**config.mk**
```make
export PLATFORM = sky130hd
export DESIGN_NAME = mux_masters
export DESIGN_NICKNAME = d
export VERILOG_FILES = /design/src/rtl/mux_masters.sv
export SDC_FILE = /design/constraint.sdc
export NUM_CORES = 1
export LEC_CHECK = 0
export BUFFER_PORTS_ARGS = -buffer_cell sky130_fd_sc_hd__buf_2
export CAP_MARGIN = 40
export CORE_AREA = 2 2 116 118
export DETAILED_ROUTE_END_ITERATION = 8
export DIE_AREA = 0 0 118 120
export PLACE_DENSITY = 0.56
export SLEW_MARGIN = 40
export SYNTH_ARGS = -nofsm -noshare
export SYNTH_HDL_FRONTEND = slang
export SYNTH_SLANG_ARGS = --single-unit
```
**constraint.sdc**
```tcl
create_clock -name vclk -period 1.92
set_input_delay 0.192 -clock vclk [all_inputs]
set_output_delay 0.192 -clock vclk [all_outputs]
set_load 0.02 [all_outputs]
```
**src/rtl/mux_masters.sv**
```systemverilog
// mux_masters -- two-master to one-slave request multiplexer for one slave
// port of the crossbar. An external arbiter supplies a one-hot grant. The
// granted master's request is forwarded to the slave, and the slave's ack and
// read data are returned only to that master.
//
// Optional feature macro: MUX_MASTERS_LOCK_EN
//   defined   : the grant is locked from request issue until slave_ack (or
//               until the owner abandons its request).
//   undefined : purely combinational; grant changes re-route immediately.
//
// Lock states (MUX_MASTERS_LOCK_EN only):
//   state | meaning
//   IDLE  | no outstanding transaction, sel follows arb_master_req
//   BUSY  | transaction outstanding, sel held at owner_q
//
// Ports:
//   clk                 clock, rising edge
//   rst                 asynchronous active-low reset; forces every output to 0
//   arb_master_req[1:0] grant: 01 master 1, 10 master 2, 00/11 no grant
//   master_k_req/addr/cmd/wdata   request from master k (k = 1, 2)
//   slave_ack, slave_rdata        response from slave
//   slave_req/addr/cmd/wdata      forwarded request
//   master_k_ack, master_k_rdata  response routed back to master k
module mux_masters #(
   parameter int N = 32
) (
   input  logic         clk,
   input  logic         rst,
   input  logic [1:0]   arb_master_req,
   input  logic         master_1_req,
   input  logic [N-1:0] master_1_addr,
   input  logic         master_1_cmd,
   input  logic [N-1:0] master_1_wdata,
   input  logic         master_2_req,
   input  logic [N-1:0] master_2_addr,
   input  logic         master_2_cmd,
   input  logic [N-1:0] master_2_wdata,
   input  logic         slave_ack,
   input  logic [N-1:0] slave_rdata,
   output logic         slave_req,
   output logic [N-1:0] slave_addr,
   output logic         slave_cmd,
   output logic [N-1:0] slave_wdata,
   output logic         master_1_ack,
   output logic [N-1:0] master_1_rdata,
   output logic         master_2_ack,
   output logic [N-1:0] master_2_rdata
);

   localparam logic [1:0] SEL_NONE = 2'b00;
   localparam logic [1:0] SEL_M1   = 2'b01;
   localparam logic [1:0] SEL_M2   = 2'b10;

   logic [1:0]   arb_sel;
   logic [1:0]   sel;
   logic         fwd_req;
   logic [N-1:0] fwd_addr;
   logic         fwd_cmd;
   logic [N-1:0] fwd_wdata;

   // 2'b11 is treated as no grant rather than a priority pick.
   always_comb begin
      arb_sel = SEL_NONE;
      case (arb_master_req)
         2'b01:   arb_sel = SEL_M1;
         2'b10:   arb_sel = SEL_M2;
         default: arb_sel = SEL_NONE;
      endcase
   end

`ifdef MUX_MASTERS_LOCK_EN
   localparam logic IDLE = 1'b0;
   localparam logic BUSY = 1'b1;

   logic       busy_q;
   logic       busy_d;
   logic [1:0] owner_q;
   logic [1:0] owner_d;

   assign sel = (busy_q == BUSY) ? owner_q : arb_sel;

   // While busy, fwd_req is the owner's own req, so !fwd_req means the owner
   // abandoned the transaction. A zero-wait transfer (req and ack together)
   // never enters BUSY.
   always_comb begin
      busy_d  = busy_q;
      owner_d = owner_q;
      if (busy_q == IDLE) begin
         if (fwd_req && !slave_ack) begin
            busy_d  = BUSY;
            owner_d = sel;
         end
      end else if (slave_ack || !fwd_req) begin
         busy_d  = IDLE;
         owner_d = SEL_NONE;
      end
   end

   always_ff @(posedge clk or negedge rst) begin
      if (!rst) begin
         busy_q  <= IDLE;
         owner_q <= SEL_NONE;
      end else begin
         busy_q  <= busy_d;
         owner_q <= owner_d;
      end
   end
`else
   // No state in this build; clk is only kept for a uniform port list.
   logic unused_clk;
   assign unused_clk = clk;
   assign sel        = arb_sel;
`endif

   always_comb begin
      fwd_req   = 1'b0;
      fwd_addr  = '0;
      fwd_cmd   = 1'b0;
      fwd_wdata = '0;
      case (sel)
         SEL_M1: begin
            fwd_req   = master_1_req;
            fwd_addr  = master_1_addr;
            fwd_cmd   = master_1_cmd;
            fwd_wdata = master_1_wdata;
         end
         SEL_M2: begin
            fwd_req   = master_2_req;
            fwd_addr  = master_2_addr;
            fwd_cmd   = master_2_cmd;
            fwd_wdata = master_2_wdata;
         end
         default: ;
      endcase
   end

   // Reset gates every output combinationally, independent of the inputs.
   always_comb begin
      slave_req      = 1'b0;
      slave_addr     = '0;
      slave_cmd      = 1'b0;
      slave_wdata    = '0;
      master_1_ack   = 1'b0;
      master_1_rdata = '0;
      master_2_ack   = 1'b0;
      master_2_rdata = '0;
      if (rst) begin
         slave_req   = fwd_req;
         slave_addr  = fwd_addr;
         slave_cmd   = fwd_cmd;
         slave_wdata = fwd_wdata;
         if (sel == SEL_M1) begin
            master_1_ack   = slave_ack & master_1_req;
            master_1_rdata = slave_rdata;
         end
         if (sel == SEL_M2) begin
            master_2_ack   = slave_ack & master_2_req;
            master_2_rdata = slave_rdata;
         end
      end
   end

endmodule

```
==> flow_summary.json <==
{
  "place.gp.congestion": 0.722,
  "overflow": 0,
  "syn_nets": 410,
  "p_switching_uw": 362,
  "drtPass1Iterations": 4,
  "drive_gt1_share_pct": 62.8,
  "powerDensity_nw_per_um2": 208,
  "layout.nets": 689,
  "hold_class": "in2out",
  "hpwl_um": 6850,
  "rows": 42,
  "initialDrtViolationCount": 116,
  "crit_path_cell_trace": "buf_2 > inv_1 > ha_4 > buf_12 > a22oi_1 > nor2_1 > buf_2",
  "netlist_area_sq_um": 1470,
  "startpoint_type": "input pin",
  "power_uw": 653,
  "grt_start_max_net_pins": 67,
  "post_cts_buffers": 0,
  "seqCellArea_sq_um": 0,
  "worst_path_most_repeated_cell": "buf_2",
  "power_frac_comb_pct": 100.0,
  "cp_max_fo": 47,
  "nFillCells": 1501,
  "final_min_period_over_clock_period_pct": 85.7,
  "tns_ns": 0,
  "vias_per_cell": 4.09,
  "seqPwrFrac_pct": 0,
  "vias": 2828,
  "antenna_found_initial": 0,
  "die_h_um": 120,
  "p_int_uw": 291,
  "startpoint": "arb_master_req[0]",
  "initial_core_util_pct": 11.3,
  "crit_type": "in2out",
  "slew_violations": 0,
  "setup_violations": 0,
  "drt_wl_total_um": 8590,
  "required_ns": 1.73,
  "hold_start": "master_1_addr[23]",
  "placeableCoreArea_sq_um": 13000,
  "fmax_mhz": 608,
  "fin_crit_ns": 1.65,
  "grt_use_total_pct": 10.3,
  "endpoint_kind": "output port",
  "maxCapViolCount": 0,
  "critPathArrivalTime_ns": 1.45,
  "critPathSlowestCell": "ha_4",
  "netlist-cell-type-count": 12,
  "routedWlPerCell_um": 12.4,
  "p_leak_uw": 0.00207,
  "n_antenna_cell": 0,
  "syn_avg_cell_area_sq_um": 6.15,
  "worst-path-buf-inv": 4,
  "dieWidth_um": 118,
  "timing.slew.headroom_pct": 77.3,
  "yosysSeqAreaShare_pct": 0,
  "io_buffers": 300,
  "final.clkbuf_count": 0,
  "grt_pass1_wl_um": 12600,
  "cts-resized-gates": 0,
  "ir_drop_mv": 0.0952,
  "swShare_pct": 55.4,
  "io_pins": 301,
  "p_clk_share_pct": 0,
  "status": "finished, final reports clean",
  "rsz0062_at_grt": "false",
  "syn2layout_area_growth_pct": 113,
  "crit_family": "buffers and inverters",
  "synth_warnings": 0,
  "postRouteAntennaNets": 0,
  "hold_violations": 0,
  "worst_pin_slew_ns": 0.340,
  "grt_pass1_vias": 2519,
  "seq_cell_count": 0,
  "max_stage_delay_ns": 0.34,
  "cts_hold_buf": 0,
  "drc": 0,
  "syn_inst": 239,
  "die_area_sq_um": 14200
}
-- kinds of logic after synthesis --
group	share of synthesized area (%)
AOI/OAI and AO/OA	36.4
buffers and inverters	16.2
adders and majority gates	1.70
and+or+nand+nor	45.7
-- power groups by stage --
stage / registers [uW] / logic (uW) / clock network, uW
2_1_floorplan: 0 / 350 / 0
3_3_place_gp: 0 / 653 / 0
3_5_place_dp: 0 / 657 / 0
4_1_cts: 0 / 660 / 0
5_1_grt: 0 / 712 / 0
6_report: 0 / 653 / 0
-- cell type report --
type	count	area, sq um	area share, %
multi-input cells	201	1260	40.2
repair buffers	313	1650	52.6
inverters	2	7.51	0.239
well taps	176	220	7.02
-- synthesized netlist by cell type --
cell / instances / area [sq um]
a22oi_1: 58 / 435
a22oi_2: 8 / 100
and3_1: 64 / 400
and4_1: 2 / 17.5
buf_2: 16 / 80.1
buf_4: 2 / 15.0
buf_6: 9 / 101
clkbuf_1: 9 / 33.8
ha_1: 2 / 25.0
inv_1: 2 / 7.51
nand2b_1: 1 / 6.26
nor2_1: 66 / 248
-- per-stage QoR --
step	instance area, sq um	utilization, %	cells	setup WS [ns]	hold slack, ns
after floorplan	1470	-	239	0.506	0.587
after CTS	3140	24.2	692	0.271	0.743
after detailed placement	3140	24.2	692	0.272	0.741
final	3140	24.2	692	0.275	0.740
after global routing	3140	24.2	692	0.145	0.755
after global placement	3140	24.2	692	0.267	0.736
-- routing by layer --
metal / track usage (%) / share of wire [%] / routed length (um) / vias to the layer above
li1: - / - / - / 1436
met1: 13.9 / 43 / 3710 / 1233
met2: 18.4 / 48 / 4150 / 159
met3: 1.38 / 8.4 / 724 / 0
met4: 0 / 0 / 0 / 0
met5: 0 / 0 / 0 / -
-- cells in the final DEF, fill, tap and decap left out --
| cell type | count |
|---|---|
| nor2_1 | 66 |
| buf_2 | 300 |
| buf_4 | 9 |
| ha_4 | 2 |
| and3_1 | 64 |
| inv_1 | 2 |
| a22oi_2 | 8 |
| a22oi_1 | 58 |
| and4_1 | 2 |
| nand2b_2 | 1 |
| buf_12 | 4 |
-- worst paths after layout --
check,to,slack (ns),cells past startpoint
hold / removal,slave_addr[23],0.74,4
setup / recovery,slave_addr[20],0.27,7
(Power assumes the default switching activity.)
